## config.mk

```make
export PLATFORM = sky130hd
export DESIGN_NAME = serial_in_parallel_out_8_bits
export DESIGN_NICKNAME = d
export VERILOG_FILES = /design/src/rtl/serial_in_parallel_out_8_bits.sv
export SDC_FILE = /design/constraint.sdc
export NUM_CORES = 1
export LEC_CHECK = 0
export ABC_CLOCK_PERIOD_IN_PS = 2000
export CAP_MARGIN = 0
export CORE_MARGIN = 10
export CORE_UTILIZATION = 26
export DETAILED_ROUTE_END_ITERATION = 8
export GPL_ROUTABILITY_DRIVEN = 0
export GPL_TIMING_DRIVEN = 0
export PLACE_DENSITY = 0.59
export RECOVER_POWER = 100
export SLEW_MARGIN = 20
export SYNTH_ARGS = -nofsm -noshare
export SYNTH_HDL_FRONTEND = slang
export SYNTH_SLANG_ARGS = --single-unit
export TNS_END_PERCENT = 30
```

## constraint.sdc

```tcl
create_clock -name Clk_In -period 2 [get_ports Clk_In]
set_clock_uncertainty 0.15 [all_clocks]
set_input_delay 0.4 -clock Clk_In [delete_from_list [all_inputs] [get_ports Clk_In]]
set_output_delay 0.4 -clock Clk_In [all_outputs]
set_load 0.02 [all_outputs]
```

## src/rtl/serial_in_parallel_out_8_bits.sv

```systemverilog
// Serial-in parallel-out receiver: assembles LSB-first words under a bit strobe and
// frame-start marker, hands them off through a valid/ready holding register.
module serial_in_parallel_out_8_bits #(
  parameter int unsigned WIDTH = 8
) (
  input  logic             Clk_In,
  input  logic             Reset_In,
  input  logic             Serial_Data_In,
  input  logic             Serial_Valid_In,
  input  logic             Frame_Start_In,
  input  logic             Parallel_Ready_In,
  input  logic             Clear_Flags_In,
  output logic [WIDTH-1:0] Parallel_Data_Out,
  output logic             Parallel_Valid_Out,
  output logic             Overrun_Out,
  output logic             Framing_Error_Out,
  output logic [WIDTH-1:0] SIPO_Shift_Register
);

  localparam int unsigned CW = $clog2(WIDTH);

  typedef enum logic {
    IDLE  = 1'b0,
    SHIFT = 1'b1
  } state_t;

  state_t           state, state_nxt;
  logic [CW-1:0]    count, count_nxt;
  logic [WIDTH-1:0] shift_reg, shift_nxt, shifted;
  logic             word_done;
  logic             restart;
  logic             load_hold;
  logic             drop_word;
  logic             consume;

  // New bit enters at the MSB so the first bit of a frame ends up in bit 0.
  assign shifted = {Serial_Data_In, shift_reg[WIDTH-1:1]};

  always_comb begin
    state_nxt = state;
    count_nxt = count;
    shift_nxt = shift_reg;
    word_done = 1'b0;
    restart   = 1'b0;
    unique case (state)
      IDLE: begin
        if (Serial_Valid_In && Frame_Start_In) begin
          shift_nxt = shifted;
          count_nxt = CW'(1);
          state_nxt = SHIFT;
        end
      end
      SHIFT: begin
        if (Serial_Valid_In) begin
          shift_nxt = shifted;
          if (Frame_Start_In) begin
            restart   = 1'b1;
            count_nxt = CW'(1);
          end else if (count == CW'(WIDTH - 1)) begin
            word_done = 1'b1;
            count_nxt = '0;
            state_nxt = IDLE;
          end else begin
            count_nxt = count + CW'(1);
          end
        end
      end
      default: state_nxt = IDLE;
    endcase
  end

  // A completing word may load in the same cycle the consumer takes the previous one.
  always_comb begin
    load_hold = word_done && (!Parallel_Valid_Out || Parallel_Ready_In);
    drop_word = word_done && Parallel_Valid_Out && !Parallel_Ready_In;
    consume   = Parallel_Valid_Out && Parallel_Ready_In && !word_done;
  end

  always_ff @(posedge Clk_In or posedge Reset_In) begin
    if (Reset_In) begin
      state     <= IDLE;
      count     <= '0;
      shift_reg <= '0;
    end else begin
      state     <= state_nxt;
      count     <= count_nxt;
      shift_reg <= shift_nxt;
    end
  end

  always_ff @(posedge Clk_In or posedge Reset_In) begin
    if (Reset_In) begin
      Parallel_Data_Out  <= '0;
      Parallel_Valid_Out <= 1'b0;
    end else if (load_hold) begin
      Parallel_Data_Out  <= shifted;
      Parallel_Valid_Out <= 1'b1;
    end else if (consume) begin
      Parallel_Valid_Out <= 1'b0;
    end
  end

  // Sticky flags: a setting event in the same cycle as a clear keeps the flag set.
  always_ff @(posedge Clk_In or posedge Reset_In) begin
    if (Reset_In) begin
      Overrun_Out       <= 1'b0;
      Framing_Error_Out <= 1'b0;
    end else begin
      Overrun_Out       <= drop_word | (Overrun_Out & ~Clear_Flags_In);
      Framing_Error_Out <= restart   | (Framing_Error_Out & ~Clear_Flags_In);
    end
  end

  assign SIPO_Shift_Register = shift_reg;

endmodule

```

Word-level counts from Yosys, hierarchy flattened
Cells that the tools add are included.
- bits in registers: 23
- input bits: 7
- output and inout bits: 19
- word-level logic and storage cells: 51
- $add $sub $neg: 1
- eq/ne operators: 3
- mux-type cells: 22
- bitwise operators: 6
- reduce and logical (&&, ||, !) cells: 12
- operator list (kind ; number):
    2-to-1 mux 8 bit ; 2
    case mux 8 bit (2 select lines) ; 1
    2-to-1 mux 1 bit ; 13
    2-to-1 mux 3 bit ; 4
    logical AND 1 bit ; 6
    case mux 3 bit (2 select lines) ; 1
    != test 2 bit, second input constant ; 2
    adder 3 x 1 -> 3 bit, second input constant ; 1
    equality test 3 bit, second input constant ; 1
    logical NOT 1 bit ; 3
    bitwise AND 1 bit ; 2
    inverter 1 bit ; 2
    OR 1 bit ; 2
    case mux 1 bit (2 select lines) ; 1
    AND reduction 2 bit ; 1
    nonzero test 2 bit ; 1
    logical OR 1 bit ; 1

Logic depth before layout (Yosys ltp)
Gate-level depths: netlist (run 1).
- word-level depth: 9
- gate-level depth with buffers: 6
- gate-level depth less buffers: 5

Worst setup path before layout (run 1)
Ideal clock, no wire load.
- path type: reg-to-reg
- start: register count[0]
- end: register Parallel_Data_Out[0]
- library setup time: 0.125 ns
- arrival: 1.409 ns
- data required time: 1.725 ns
- path slack: 0.316 ns
- stages on the path, launching flop included: 7
- path buffers: 1
- period minus slack after synthesis: 1.684 ns
- cells stage by stage: dfrtp_1 > ha_1 > ha_1 > nand4b_4 > nor2b_2 > buf_6 > mux2_4
- cells in the longest elaborated chain, start to end: 6
- ends and longest elaborated chain (item ; RTL line ; source):
    start: declaration ; 28 ; logic [CW-1:0] count, count_nxt;
    start signal: assignment ; 86 ; count <= count_nxt;
    equality test 3 bit ; 59 ; end else if (count == CW'(WIDTH - 1)) begin
    2-to-1 mux 1 bit ; 59 ;
    2-to-1 mux 1 bit ; 56 ; if (Frame_Start_In) begin
    2-to-1 mux 1 bit ; 54 ; if (Serial_Valid_In) begin
    2-to-1 mux 1 bit ; 45 ; unique case (state)
    logical AND 1 bit ; 74 ; load_hold = word_done && (!Parallel_Valid_Out || Parallel_Ready_In);
    end signal: assignment ; 96 ; Parallel_Data_Out <= shifted;
    end: declaration ; 13 ; output logic [WIDTH-1:0] Parallel_Data_Out,
No other way between the ends.
A chain may end at the register's enable or synchronous reset.

Final worst setup path (run 1)
- start: input port Frame_Start_In
- end: register Parallel_Data_Out[6]
- cells in the longest elaborated chain, start to end: 4
- ends and longest elaborated chain (item ; RTL line ; source):
    start: declaration ; 10 ; input logic Frame_Start_In,
    2-to-1 mux 1 bit ; 56 ;
    2-to-1 mux 1 bit ; 54 ;
    2-to-1 mux 1 bit ; 45 ;
    logical AND 1 bit ; 74 ;
No other way between the ends.

==> out/results.ini, run 1 <==
[run_status]
status = complete, no violations

[critical_path]
cp.required_ns = 1.99
critPathBufInv = 2
crit_path_end_kind = flop
slowest_delay_ns = 0.65
start_kind = primary input
arrival_ns = 1.90
path_cells = dlygate4sd3_1, nand4b_4, nor2b_2, buf_6, mux2_1
crit_fanout = 8
r2r-start = count[0]
startpoint = Frame_Start_In
path_class = in2reg
critPathTopFamily = buffers and inverters
cpMaxStageDelayCell = dlygate4sd3_1

[placed_design]
place_inst = 141
placed_area_um2 = 1290
post-dp-hpwl_um = 1520
io_buffers = 24

[yosys]
synth_edf_count = 0
synth_top_area_cell = dfrtp_1
yosysMostFrequentCell = dfrtp_1
ys_seq_area_share_pct = 58.0
syn_nets = 78
syn_inst = 69
synth_cell_types = 20
synth_warnings = 0
avgSynthCellArea_um2 = 14.4
ys_ff_latch = 23
synthFlopType = dfrtp_1
synthArstFlopShare_pct = 100
yosysTopAreaCellShare_pct = 58.0
netlist_area_um2 = 992
synth_common_cells = 23 x dfrtp_1, 8 x mux2_2, 8 x mux2_4
synth_area_leaders = dfrtp_1 58%, mux2_4 12%, mux2_2 9.1%, ha_1 2.5%, nand4b_4 2.4%

[floorplanning]
die_h_um = 81.8
start_util_pct = 26.9
die_area_um2 = 6690
core_um2 = 3690
ioPinCount = 26
rows = 22
die_w_um = 81.8

[cts]
clk_latency_ns = 0.26
cts_root_buf = clkbuf_8
ctsResizeCount = 0
cts_buffers = 3
clkSlewWorstSetupHoldPaths_ns = 0.07
clock_sinks = 23
hold_buffers = 0
cts_htree_levels = 1
cts.path.max_buffers = 2
post_cts_buffers = 0
cts_tree = done

[finish]
areaGrowthSynthToFinish_pct = 32.5
final_area_um2 = 1320
final_net_count = 107
fillers = 388
layout-drive-gt1-share_pct = 21.6
finalNonFillerCells = 145
diodes = 0

[routing]
num_vias = 622
final_antenna_net_count = 0
wl_um = 2010
firstDrtPassIters = 4
post_drt_wl_per_cell_um = 13.9
drc = 0
drtIter0Drc = 16
viasPerCell = 4.29

[sta]
timing.final.crit_share_pct = 95.6
finalSetupViolCount = 0
slew_violations = 0
finalSetupTns_ns = 0
hold_violations = 0
max_freq_mhz = 523
max-slew-margin-rel_pct = 41.6
rsz0062_at_grt = no
min_period_ns = 1.91
tightest_slew_ns = 0.875

[worst_hold_path]
min_path_type = in2reg
min_from = Serial_Valid_In

[global_route]
grt_pass1_wl_um = 3350
grt_pass1_vias = 664
grt_max_degree = 24
gr-total-overflow = 0
grtUsageTotal_pct = 6.41
antenna_found_initial = 0

[run]
maxCapViolations = 0

[power_and_ir_drop]
irDropWorstVdd_v = 0.000401
power_mw = 1.39
leakage_nw = 0.647
power.density_nw_per_um2 = 1060

final cells by class:
cell class / count / area, µm² / share of cell area, %
Sequential cell: 23 / 576 / 43.8
Multi-Input combinational cell: 38 / 352 / 26.7
Timing Repair Buffer: 24 / 240 / 18.3
Tap cell: 48 / 60.1 / 4.57
Clock buffer: 4 / 45.0 / 3.43
Buffer: 3 / 23.8 / 1.81
Inverter: 5 / 18.8 / 1.43
stage by stage:
| stage | hold slack (ns) | utilization (%) | setup WS, ns |
|---|---|---|---|
| 2_1_floorplan | 0.252 | - | 0.316 |
| 3_3_place_gp | 0.315 | 35.0 | -0.0573 |
| 3_5_place_dp | 0.342 | 35.0 | -0.111 |
| 4_1_cts | 0.266 | 36.3 | 0.127 |
| 5_1_grt | 0.282 | 35.7 | 0.0224 |
| 6_report | 0.273 | 35.7 | 0.0885 |
per-layer routing:
layer / vias up / wire length [µm] / global-route usage, %
li1: 295 / - / -
met2: 17 / 988 / 10.4
met4: 0 / 31 / 2.55
met5: - / 0 / 0
met3: 2 / 169 / 3.06
met1: 308 / 820 / 7.08
worst paths after layout:
| kind | to | slack [ns] | depth (start not counted) |
|---|---|---|---|
| max | Parallel_Data_Out[6] | 0.09 | 5 |
| min | count[2] | 0.27 | 2 |
| max reg2reg | Parallel_Data_Out[6] | 0.15 | 6 |
| min reg2reg | Parallel_Data_Out[2] | 0.34 | 1 |
| max in group asynchronous | SIPO_Shift_Register[5] | 0.55 | 2 |
| min in group asynchronous | Framing_Error_Out | 0.61 | 2 |
sequential cells by signal, summed over array words and instances, names as in the netlist:
signal,cells
SIPO_Shift_Register,8
state,1
Framing_Error_Out,1
Parallel_Valid_Out,1
Parallel_Data_Out,8
Overrun_Out,1
count,3
logic make-up (layout without fill, tap and decap cells):
logic type	Yosys count	in the layout	synth area share [%]
adder cells (fa/ha/maj)	2	2	2.52
AND/OR/NAND/NOR	12	12	8.20
buffers and inverters	8	36	4.29
flip-flops	23	23	58.0
AO/OA/AOI/OAI	8	8	5.80
multiplexers	16	16	21.2
power breakdown:
group | internal [mW] | switching [mW] | total (mW)
Sequential | 0.575 | 0.0739 | 0.648
Clock | 0.142 | 0.140 | 0.282
Combinational | 0.230 | 0.233 | 0.463
Total | 0.947 | 0.447 | 1.39
placed cells by master, fill, tap and decap left out:
master	n
mux2_2	8
clkbuf_8	3
o21ai_2	1
nand2b_2	1
mux2_1	6
nor2b_2	1
nand4b_4	1
clkbuf_1	1
ha_1	2
o22ai_1	2
buf_2	1
nand3_1	2
clkdlybuf4s50_1	4
dlygate4sd3_1	20
mux2_4	2
buf_6	1
nand2_1	6
nor3b_1	1
o21ai_0	2
buf_4	1
a22o_2	1
o21a_1	1
o41ai_1	1
inv_1	5
dfrtp_1	23
Note: power is estimated with default switching activity, not from simulation.
==> run 2, diff against run 1 <==
--- a/config.mk
+++ b/config.mk
@@ -8,11 +8,11 @@
 export ABC_CLOCK_PERIOD_IN_PS = 2000
 export CAP_MARGIN = 0
 export CORE_MARGIN = 10
-export CORE_UTILIZATION = 26
+export CORE_UTILIZATION = 46
 export DETAILED_ROUTE_END_ITERATION = 8
 export GPL_ROUTABILITY_DRIVEN = 0
 export GPL_TIMING_DRIVEN = 0
-export PLACE_DENSITY = 0.59
+export PLACE_DENSITY = 0.87
 export RECOVER_POWER = 100
 export SLEW_MARGIN = 20
 export SYNTH_ARGS = -nofsm -noshare
==> run 2 against run 1 <==
Register-to-register slack about the same. Clock power down 28%. Non-clock buffer count is the same. Fmax is 0.14% higher. Count of clock-buffer cells in the layout is 1 lower. Routed wire length down 9.6%. Sequential share of layout area grew 1.2 points. Power is 2.6% lower. First-iteration DRC count is 63% lower. Core utilization is 28 points higher. Worst hold slack worse by 0.059 ns. Cell area is 2.8% lower.
==> out/results.ini, run 2 (synthesis results as in run 1) <==
[global_route]
grt_pass1_wl_um = 3130
grt_pass1_vias = 681
grt_max_degree = 24
antenna_found_initial = 0
grtUsageTotal_pct = 8.82
gr-total-overflow = 0

[critical_path]
path_class = in2reg
crit_fanout = 8
start_kind = primary input
cp.required_ns = 2.05
arrival_ns = 1.96
crit_path_end_kind = flop

[power_and_ir_drop]
irDropWorstVdd_v = 0.000598
clkPwrFrac_pct = 15.0
p_int_mw = 0.917
power_switching_mw = 0.440
power_frac_seq_pct = 48.1
combPwrFrac_pct = 36.9
p_sw_share_pct = 32.4
power.density_nw_per_um2 = 1060
leakage_nw = 0.611

[floorplanning]
ioPinCount = 26
start_util_pct = 49.6
core_um2 = 2000
die_w_um = 66.4
rows = 16
die_area_um2 = 4410
die_h_um = 66.4

[finish]
final_cell_mix = 23 x dfrtp_1, 13 x dlygate4sd3_1, 11 x clkdlybuf4s50_1
layout_commonest_cell = dfrtp_1
final_net_count = 107
fin_util_pct = 63.9
areaGrowthSynthToFinish_pct = 28.9
diodes = 0
layout-drive-gt1-share_pct = 27.8
fillers = 159

[routing]
post_drt_wl_per_cell_um = 14.7
viasPerCell = 4.99
wl_um = 1820
drc = 0
final_antenna_net_count = 0
firstDrtPassIters = 3
num_vias = 619
drtIter0Drc = 6

[sta]
finalSetupTns_ns = 0
hold_violations = 0
max-slew-margin-rel_pct = 43.5
setup_slack_ns = 0.0912
max_freq_mhz = 524
finalSetupViolCount = 0
tightest_slew_ns = 0.847
rsz0062_at_grt = no
slew_violations = 0
min_period_ns = 1.91
timing.final.crit_share_pct = 95.4

[placed_design]
dp_slack_ns = -0.0886
post-dp-hpwl_um = 1470
io_buffers = 24

[run_status]
status = complete, no violations

[cts]
cts_buffers = 3
cts_htree_levels = 1
cts.path.max_buffers = 2
clock_sinks = 23
ctsResizeCount = 0
clkSlewWorstSetupHoldPaths_ns = 0.12
cts_root_buf = clkbuf_4
clk_latency_ns = 0.30
cts_tree = done
hold_buffers = 0
post_cts_buffers = 0

[run]
maxCapViolations = 0

[worst_hold_path]
min_path_type = in2reg

[run 2: worst max-delay path, stage by stage]
cell and delay [ns]:
dlygate4sd3_1 0.64, nand4b_1 0.28, nor2b_2 0.15, buf_6 0.17
mux2_4 0.31
[run 2: stage by stage]
| step | power, mW | instance area, µm² | hold WS (ns) | std cells |
|---|---|---|---|---|
| 5_1_grt | 1.44 | 1280 | 0.214 | 124 |
| 2_1_floorplan | 0.936 | 992 | 0.252 | 69 |
| 3_3_place_gp | 1.17 | 1270 | 0.312 | 120 |
| 6_report | 1.36 | 1280 | 0.214 | 124 |
| 4_1_cts | 1.41 | 1290 | 0.225 | 124 |
| 3_5_place_dp | 1.20 | 1270 | 0.342 | 120 |
[run 2: cell type report]
cell class / instances / area [µm²] / area share (%)
clock buffer: 3 / 22.5 / 1.76
multi-input combinational: 38 / 359 / 28.1
sequential: 23 / 576 / 45.0
buffer: 3 / 23.8 / 1.86
tap: 27 / 33.8 / 2.64
clock inverter: 1 / 5.00 / 0.391
timing repair buffer: 24 / 240 / 18.8
inverter: 5 / 18.8 / 1.47
[run 2: path summary, 6_finish.rpt]
kind	start	end	slack [ns]	cells past startpoint
worst max-delay path	Frame_Start_In	Parallel_Data_Out[3]	0.09	5
worst min-delay path	Serial_Valid_In	count[2]	0.21	2
worst max register to register	count[0]	Parallel_Data_Out[3]	0.16	6
worst min register to register	Parallel_Data_Out[5]	Parallel_Data_Out[5]	0.37	1
max in group asynchronous	Reset_In	count[1]	0.63	2
min in group asynchronous	Reset_In	Parallel_Data_Out[6]	0.55	2
[run 2: layer usage]
layer	share of wire, %	wire (µm)	GRT usage (%)	vias up
li1	-	-	-	296
met3	8.0	145	2.71	2
met2	51	929	14.6	15
met4	1.7	31	3.93	0
met1	39	710	10.1	306
met5	0	0	0	-
[run 2: power groups by stage]
stage	combinational [mW]	sequential (mW)	clock, mW
3_3_place_gp	0.516	0.657	0
3_5_place_dp	0.531	0.668	0
4_1_cts	0.533	0.658	0.216
2_1_floorplan	0.164	0.773	0
6_report	0.501	0.654	0.203
5_1_grt	0.537	0.672	0.232
==> run 3, diff against run 2 <==
--- a/config.mk
+++ b/config.mk
@@ -14,7 +14,8 @@
 export GPL_TIMING_DRIVEN = 0
 export PLACE_DENSITY = 0.87
 export RECOVER_POWER = 100
-export SLEW_MARGIN = 20
+export SKIP_LAST_GASP = 1
+export SLEW_MARGIN = 30
 export SYNTH_ARGS = -nofsm -noshare
 export SYNTH_HDL_FRONTEND = slang
 export SYNTH_SLANG_ARGS = --single-unit
==> results of run 3 <==
Final layout, timing and power as in run 2 (identical DEF).
